<file path="config.mk">
export PLATFORM = sky130hd
export DESIGN_NAME = switch_debounce_pair
export DESIGN_NICKNAME = d
export VERILOG_FILES = /design/src/rtl/debounce_pkg.sv /design/src/rtl/debounce_chan.sv /design/src/rtl/switch_debounce_pair.sv
export SDC_FILE = /design/constraint.sdc
export NUM_CORES = 1
export LEC_CHECK = 0
export ABC_AREA = 0
export CAP_MARGIN = 25
export CORE_UTILIZATION = 49
export DETAILED_ROUTE_END_ITERATION = 7
export PLACE_DENSITY = 0.78
export SYNTH_ARGS = -nofsm -noshare
export SYNTH_HDL_FRONTEND = slang
export SYNTH_SLANG_ARGS = --single-unit
export TNS_END_PERCENT = 100
</file>
<file path="constraint.sdc">
create_clock -name clk_i -period 1.4 [get_ports clk_i]
set_input_delay 0.28 -clock clk_i [delete_from_list [all_inputs] [get_ports clk_i]]
set_output_delay 0.28 -clock clk_i [all_outputs]
set_load 0.03 [all_outputs]
</file>
<file path="src/rtl/debounce_pkg.sv">
// Shared definitions for the switch debouncer: per-channel FSM states and
// the width/saturation value of the optional bounce statistics counters.
package debounce_pkg;

    typedef enum logic {
        ST_STABLE = 1'b0,
        ST_WAIT   = 1'b1
    } state_e;

    localparam int            BNC_W   = 8;
    localparam logic [BNC_W-1:0] BNC_SAT = 8'hFF;

    // Saturating increment for the bounce counters: sticks at BNC_SAT.
    function automatic logic [BNC_W-1:0] sat_inc(input logic [BNC_W-1:0] v);
        return (v == BNC_SAT) ? v : v + 8'd1;
    endfunction

endpackage

</file>
<file path="src/rtl/debounce_chan.sv">
// One debounce channel: SYNC_STAGES-deep synchroniser feeding a STABLE/WAIT
// FSM that only accepts a new level after it has held for DEBOUNCE_CYCLES
// consecutive cycles. When DEBOUNCE_STATS_EN is defined the channel also
// counts aborted debounce attempts in a saturating 8-bit counter.
module debounce_chan
    import debounce_pkg::*;
#(
    parameter int SYNC_STAGES     = 2,
    parameter int DEBOUNCE_CYCLES = 8,
    parameter int CNT_W           = 4
) (
    input  logic             clk_i,
    input  logic             rst_i,
    input  logic             sw_i,
    output logic             out_o,
    output logic             chg_o,
`ifdef DEBOUNCE_STATS_EN
    output logic [BNC_W-1:0] bnc_cnt_o,
`endif
    output logic             wait_o
);

    logic [SYNC_STAGES-1:0] sync_q;
    logic                   y;
    state_e                 state_q, state_d;
    logic [CNT_W-1:0]       cnt_q, cnt_d;
    logic                   out_q, out_d;
    logic                   chg_q, chg_d;

    // Shift the raw switch level through the synchroniser chain.
    always_ff @(posedge clk_i) begin
        if (rst_i) sync_q <= '0;
        else       sync_q <= {sync_q[SYNC_STAGES-2:0], sw_i};
    end

    assign y = sync_q[SYNC_STAGES-1];

    // FSM, counter, accepted level and change flag registers.
    always_ff @(posedge clk_i) begin
        if (rst_i) begin
            state_q <= ST_STABLE;
            cnt_q   <= '0;
            out_q   <= 1'b0;
            chg_q   <= 1'b0;
        end else begin
            state_q <= state_d;
            cnt_q   <= cnt_d;
            out_q   <= out_d;
            chg_q   <= chg_d;
        end
    end

    // Next-state logic: a mismatch opens a WAIT window, a match inside it aborts.
    always_comb begin
        state_d = state_q;
        cnt_d   = cnt_q;
        out_d   = out_q;
        chg_d   = 1'b0;
        case (state_q)
            ST_STABLE: begin
                if (y != out_q) begin
                    state_d = ST_WAIT;
                    cnt_d   = CNT_W'(1);
                end else begin
                    cnt_d   = '0;
                end
            end
            ST_WAIT: begin
                if (y == out_q) begin
                    state_d = ST_STABLE;
                    cnt_d   = '0;
                end else if (cnt_q == CNT_W'(DEBOUNCE_CYCLES - 1)) begin
                    out_d   = y;
                    state_d = ST_STABLE;
                    cnt_d   = '0;
                    chg_d   = 1'b1;
                end else begin
                    cnt_d   = cnt_q + CNT_W'(1);
                end
            end
            default: begin
                state_d = ST_STABLE;
                cnt_d   = '0;
            end
        endcase
    end

`ifdef DEBOUNCE_STATS_EN
    logic [BNC_W-1:0] bnc_q;

    // Count every WAIT that falls back to STABLE without accepting the level.
    always_ff @(posedge clk_i) begin
        if (rst_i)                                 bnc_q <= '0;
        else if (state_q == ST_WAIT && y == out_q) bnc_q <= sat_inc(bnc_q);
    end

    assign bnc_cnt_o = bnc_q;
`endif

    assign out_o  = out_q;
    assign chg_o  = chg_q;
    assign wait_o = (state_q == ST_WAIT);

endmodule

</file>
<file path="src/rtl/switch_debounce_pair.sv">
// Operand input stage for the half adder: two identical debounce channels
// turn the raw toggle switches into clean a/b levels, plus a shared change
// strobe and an "operands settled" flag. Optional macro DEBOUNCE_STATS_EN
// exposes per-channel aborted-debounce counters.
module switch_debounce_pair
    import debounce_pkg::*;
#(
    parameter int SYNC_STAGES     = 2,
    parameter int DEBOUNCE_CYCLES = 8,
    parameter int CNT_W           = 4
) (
    input  logic             clk_i,
    input  logic             rst_i,
    input  logic             sw_a_i,
    input  logic             sw_b_i,
    output logic             a_o,
    output logic             b_o,
    output logic             chg_o,
`ifdef DEBOUNCE_STATS_EN
    output logic [BNC_W-1:0] bnc_cnt_a_o,
    output logic [BNC_W-1:0] bnc_cnt_b_o,
`endif
    output logic             stable_o
);

    logic chgA, chgB;
    logic waitA, waitB;

    debounce_chan #(
        .SYNC_STAGES    (SYNC_STAGES),
        .DEBOUNCE_CYCLES(DEBOUNCE_CYCLES),
        .CNT_W          (CNT_W)
    ) u_chan_a (
        .clk_i    (clk_i),
        .rst_i    (rst_i),
        .sw_i     (sw_a_i),
        .out_o    (a_o),
        .chg_o    (chgA),
`ifdef DEBOUNCE_STATS_EN
        .bnc_cnt_o(bnc_cnt_a_o),
`endif
        .wait_o   (waitA)
    );

    debounce_chan #(
        .SYNC_STAGES    (SYNC_STAGES),
        .DEBOUNCE_CYCLES(DEBOUNCE_CYCLES),
        .CNT_W          (CNT_W)
    ) u_chan_b (
        .clk_i    (clk_i),
        .rst_i    (rst_i),
        .sw_i     (sw_b_i),
        .out_o    (b_o),
        .chg_o    (chgB),
`ifdef DEBOUNCE_STATS_EN
        .bnc_cnt_o(bnc_cnt_b_o),
`endif
        .wait_o   (waitB)
    );

    // Simultaneous updates on both channels collapse into one strobe.
    assign chg_o    = chgA | chgB;
    assign stable_o = ~(waitA | waitB);

endmodule

</file>
# Word level (Yosys, flattened, before mapping)
# Cells that the tools add are included.
[word_totals] input_bits=4 register_bits=18 elab_cells=47
[classes] bitwise_logic=7 n_reduce_logical=4 n_addsub=2 mux=18 n_eq_ne=6
[op_table] operator="two-way mux 4 bit" count=4
[op_table] operator="one-hot mux 4 bit (2 select lines)" count=2
[op_table] operator="two-way mux 1 bit" count=10
[op_table] operator="adder 4 x 1 -> 4 bit, second input constant" count=2
[op_table] operator="equality test 4 x 3 -> 1 bit, second input constant" count=2
[op_table] operator="AND reduction 3 bit" count=2
[op_table] operator="OR reduction 3 bit" count=2
[op_table] operator="NOT 1 bit" count=5
[op_table] operator="one-hot mux 1 bit (2 select lines)" count=2
[op_table] operator="equality test 1 bit" count=2
[op_table] operator="inequality test 1 bit" count=2
[op_table] operator="OR 1 bit" count=2

# Logic depth before layout (Yosys ltp)
[depth] word_depth=4 mapped_depth=4

# Hierarchy
# A second synthesis with hierarchy kept.
[hier_totals] hier_cells=64 hier_area_um2=645.6
[modules_own_cells] module="debounce_chan" n_inst=2 cells_each=31 seq_area_each_um2=180.2 area_per_inst_um2=317.8
[modules_own_cells] module="switch_debounce_pair" n_inst=1 cells_each=2 seq_area_each_um2=0.0 area_per_inst_um2=10.0

# Worst setup path after synthesis
# OpenSTA, ideal clock, no wires.
[synth_path] kind="register -> register" startpoint="register u_chan_a.out_q, in the netlist u_chan_a.out_o" endpoint="register u_chan_a.cnt_q[1]" stages_incl_launch_ff=4 setup_ps=64 slack_ps=355 arrival_ps=980 n_path_buf=0 cell_sequence="dfxtp_1 -> xor2_1 -> nand3b_1 -> nor2_1"
[synth_via] elab_chain_len=3
[synth_lines] item="from (decl)" line_no="debounce_chan.sv:27" rtl="logic out_q, out_d;"
[synth_lines] item="from (signal assigned)" line_no="debounce_chan.sv:48" rtl="out_q <= out_d;"
[synth_lines] item="equality test 1 bit" line_no="debounce_chan.sv:69" rtl="if (y == out_q) begin"
[synth_lines] item="two-way mux 4 bit" line_no="debounce_chan.sv:69"
[synth_lines] item="one-hot mux 4 bit (2 select lines)" line_no="debounce_chan.sv:59" rtl="case (state_q)"
[synth_lines] item="to (signal assigned)" line_no="debounce_chan.sv:47" rtl="cnt_q <= cnt_d;"
[synth_lines] item="to (decl)" line_no="debounce_chan.sv:26" rtl="logic [CNT_W-1:0] cnt_q, cnt_d;"
# Every way passes these cells.
# A chain may end at the register's enable or synchronous reset.

# Final worst setup path
[layout_path] startpoint="register u_chan_b.out_q, in the netlist u_chan_b.out_o" endpoint="output b_o"
[layout_lines] item="from (decl)" line_no="debounce_chan.sv:27"
[layout_lines] item="from (signal assigned)" line_no="debounce_chan.sv:48"
[layout_lines] item="to (decl)" line_no="switch_debounce_pair.sv:17" rtl="output logic b_o,"
# No word-level cell between the ends.

==> reports/results.tsv <==
stage	metric	value	unit
setup_path	reg2reg setup slack	0.24	ns
synthesis	synth cell count leaders	dfxtp_1, nor2_1, mux2i_1, nand3b_1, nor2b_1	
synthesis	Synthesis Warnings	0	
setup_path	critical path capture point type	primary output	
sta	Max Fclk	0.7487	GHz
synthesis	synth unique cells	17	
detailed_routing	Avg WL per Cell	11.27	um
hold_path	Hold Path Sink	u_chan_b.sync_q[1]$_SDFF_PP0_	
clocking	Post-CTS Hold Fix Bufs	0	
clocking	latest clock arrival within the worst-skew pair	0.29	ns
sta	final setup fails	0	
hold_path	Hold Crit Depth	1	
detailed_routing	Final ANT Viol Nets	0	
setup_path	Critical path origin	u_chan_b.out_o$_SDFFE_PP0P_	
setup_path	Critical Path RT	1.12	ns
layout	area growth from synthesis to layout	20.23	%
pwr	sw power	0.1711	mW
setup_path	crit path DAT	1.06	ns
die	Die Y	38.41	um
sta	Setup Skew	0.004221	ns
synthesis	Area contributors post-synth	dfxtp_1, nor2_1, mux2i_1	
sta	max-slew violations	0	
pwr	Cell Int Power	0.6987	mW
synthesis	Gate Count Post-Synth	65	
synthesis	sequential share of the synthesized area	55.49	%
clocking	clock-pin slew on the worst setup and hold paths	0.10	ns
global_routing	largest net degree at the start of global routing	11	
setup_path	Buf/Inv on CP	1	
layout	area taken by multi-input logic gates	277.8	um2
detailed_routing	DR vias/cell	4.946	
detailed_routing	drt pass-1 iters	4	
global_routing	initial antenna violation count	0	
placement	PortBufs	7	
placement	Post-DP Area	755.7	um2
setup_path	max incr delay on CP	0.41	ns
sta	count of final hold-check violations	0	
global_routing	Overall Global Routing Usage	19.36	%
layout	register area	360.3	um2
clocking	Num CTS Buffers	3	
setup_path	worst path cell trace	dlygate4sd2_1	
setup_path	CP top delay family	buffers and inverters	
clocking	CTS tree	built	
placement	Placed Instances	88	
layout	n_diodes	0	
clocking	clk root buf	clkbuf_4	
pwr	Sw Ratio	19.67	%
setup_path	kind of critical path	reg -> out	
pwr	Peak VDD IR	0.0006269	V
synthesis	number of flops mapped to enable cells by yosys	0	
pwr	Final Power	0.8698	mW
sta	Slew HR	80.13	%
clocking	H-tree depth	1	
sta	RSZ-0062 raised after global routing	false	
synthesis	top-count cell post-synth	dfxtp_1	
global_routing	global route total overflow	0	
pwr	Pleak	0.3533	nW
run_status	outcome	finished, final reports clean	
die	initial cell density of the core	55.45	%
placement	pre-CTS setup slack	-0.02062	ns
global_routing	first-pass GRT wire length	1.759	mm
placement	GPL Wtd Cong	0.6445	
synthesis	Synth Register Bits	18	
sta	Worst-Margin Slew	0.2992	ns
layout	Fill cells	104	
sta	period utilisation layout	95.40	%
setup_path	CP Max Fanout	3	
pwr	PD cells	1114	mW/mm2
detailed_routing	via count	455	
pwr	sequential share of power	60.3	%
setup_path	R2R Path Start	u_chan_a.cnt_q[0]$_SDFF_PP0_	
synthesis	cell area after synthesis	649.4	um2
die	io pins	8	
sta	Period minus WS final	1.336	ns
synthesis	Mean Syn Cell Area	9.990	um2
synthesis	Post-synth ARST share	0	%
synthesis	Yosys top cell area share	55.49	%
synthesis	Synthesized Nets	71	
die	Die X	38.41	um
layout	Final Util	66.67	%
pwr	combinational power share	4.1	%
setup_path	Reg2Reg Capture Point	u_chan_a.out_o$_SDFFE_PP0P_	
die	die area	0.001475	mm2
layout	non-filler cells, final	92	
detailed_routing	Routed Wire Length	1.037	mm
sta	final worst setup slack	0.06444	ns
sta	final setup TNS	0	ns
layout	share of layout cells above drive strength 1	12.82	%
synthesis	biggest area consumer among synthesized cells	dfxtp_1	
detailed_routing	initial drt markers	12	
setup_path	startpoint types	register	
setup_path	Worst path slowest cell	dlygate4sd2_1	
detailed_routing	drt drc	0	
global_routing	vias in the first global route	408	
die	Core Rows	12	
run	Max-Cap Viols	0	
layout	Finished Cell Area	780.7	um2
layout	NumNets Final	85	
sta	hold slack final	0.4460	ns
hold_path	worst min path class	reg -> reg	
placement	HPWL Detailed	704.1	um
clocking	clk sinks	18	
setup_path	cell count of the worst reg-to-reg path	4	
clocking	CTS Buffer Depth	2	
synthesis	top_reg_cell synth	dfxtp_1	
pwr	Clock power frac	35.6	%
die	core footprint	0.001171	mm2
hold_path	hold path start	u_chan_b.sync_q[0]$_SDFF_PP0_	
[how the worst max path moves through the flow]
stage | end | slack, ns | depth (start not counted)
6_report | b_o | 0.06 | 1
3_3_place_gp | chg_o | -0.01 | 2
4_1_cts | chg_o | -0.04 | 2
5_1_grt | b_o | 0.003 | 1
2_1_floorplan | u_chan_a.cnt_q[1]$_SDFF_PP0_ | 0.36 | 3
3_5_place_dp | chg_o | -0.02 | 2
[final cells by class]
class                           instances  share of cell area, %
Multi-Input combinational cell         44                  35.58
Inverter                                2                 0.9615
Sequential cell                        18                  46.15
Tap cell                               14                  2.244
Timing Repair Buffer                   10                  10.42
Clock buffer                            4                  4.647
[logic make-up (layout without fill, tap and decap cells)]
family | Yosys count | after routing | share of synthesized area (%)
AO/OA/AOI/OAI | 4 | 4 | 3.083
multiplexers | 4 | 4 | 6.166
AND/OR/NAND/NOR | 30 | 30 | 24.28
XOR/XNOR | 4 | 4 | 5.396
flip-flops | 18 | 18 | 55.49
adder cells (fa/ha/maj) | 2 | 2 | 3.853
buffers and inverters | 3 | 16 | 1.734
[cells in the final DEF (no fill, tap or decap)]
cell type / count
a21oi_1: 2
buf_2: 1
buf_4: 3
clkbuf_2: 1
clkbuf_4: 3
clkbuf_8: 1
clkdlybuf4s15_1: 1
clkdlybuf4s50_1: 3
dfxtp_1: 18
dlygate4sd2_1: 1
ha_1: 2
inv_1: 2
mux2i_1: 4
nand2_1: 2
nand2b_1: 2
nand3_1: 2
nand3b_1: 4
nand4b_1: 2
nor2_1: 13
nor2b_1: 4
o21ai_0: 2
or2_2: 1
xnor2_1: 2
xor2_1: 2
[power by group through the flow]
stage | clock (mW) | combinational (mW) | sequential, mW
global placement | 0 | 0.0358 | 0.536
finish | 0.310 | 0.0356 | 0.524
global route | 0.346 | 0.0386 | 0.526
floorplan | 0 | 0.0185 | 0.536
detailed placement | 0 | 0.0368 | 0.536
CTS | 0.317 | 0.0364 | 0.524
[flip-flops by register name, summed over array words and instances (netlist names)]
signal           count
u_chan_a.cnt_q       4
u_chan_b.cnt_q       4
u_chan_a.sync_q      2
u_chan_b.sync_q      2
u_chan_a.chg_o       1
u_chan_a.out_o       1
u_chan_a.wait_o      1
u_chan_b.chg_o       1
u_chan_b.out_o       1
u_chan_b.wait_o      1
[metal layers]
layer	global-route usage [%]	vias up	wire (um)
met4	12.93	0	12
li1	-	243	-
met2	29.66	11	479
met5	0	-	0
met3	8.721	2	53
met1	21.32	199	491
[timing repair]
item,in CTS,in global routing
buffers inserted,0,0
gates resized for setup,6,5
pin swaps,0,0
setup endpoints to repair,4,3
No activity file was read; power rests on OpenSTA's default activity.
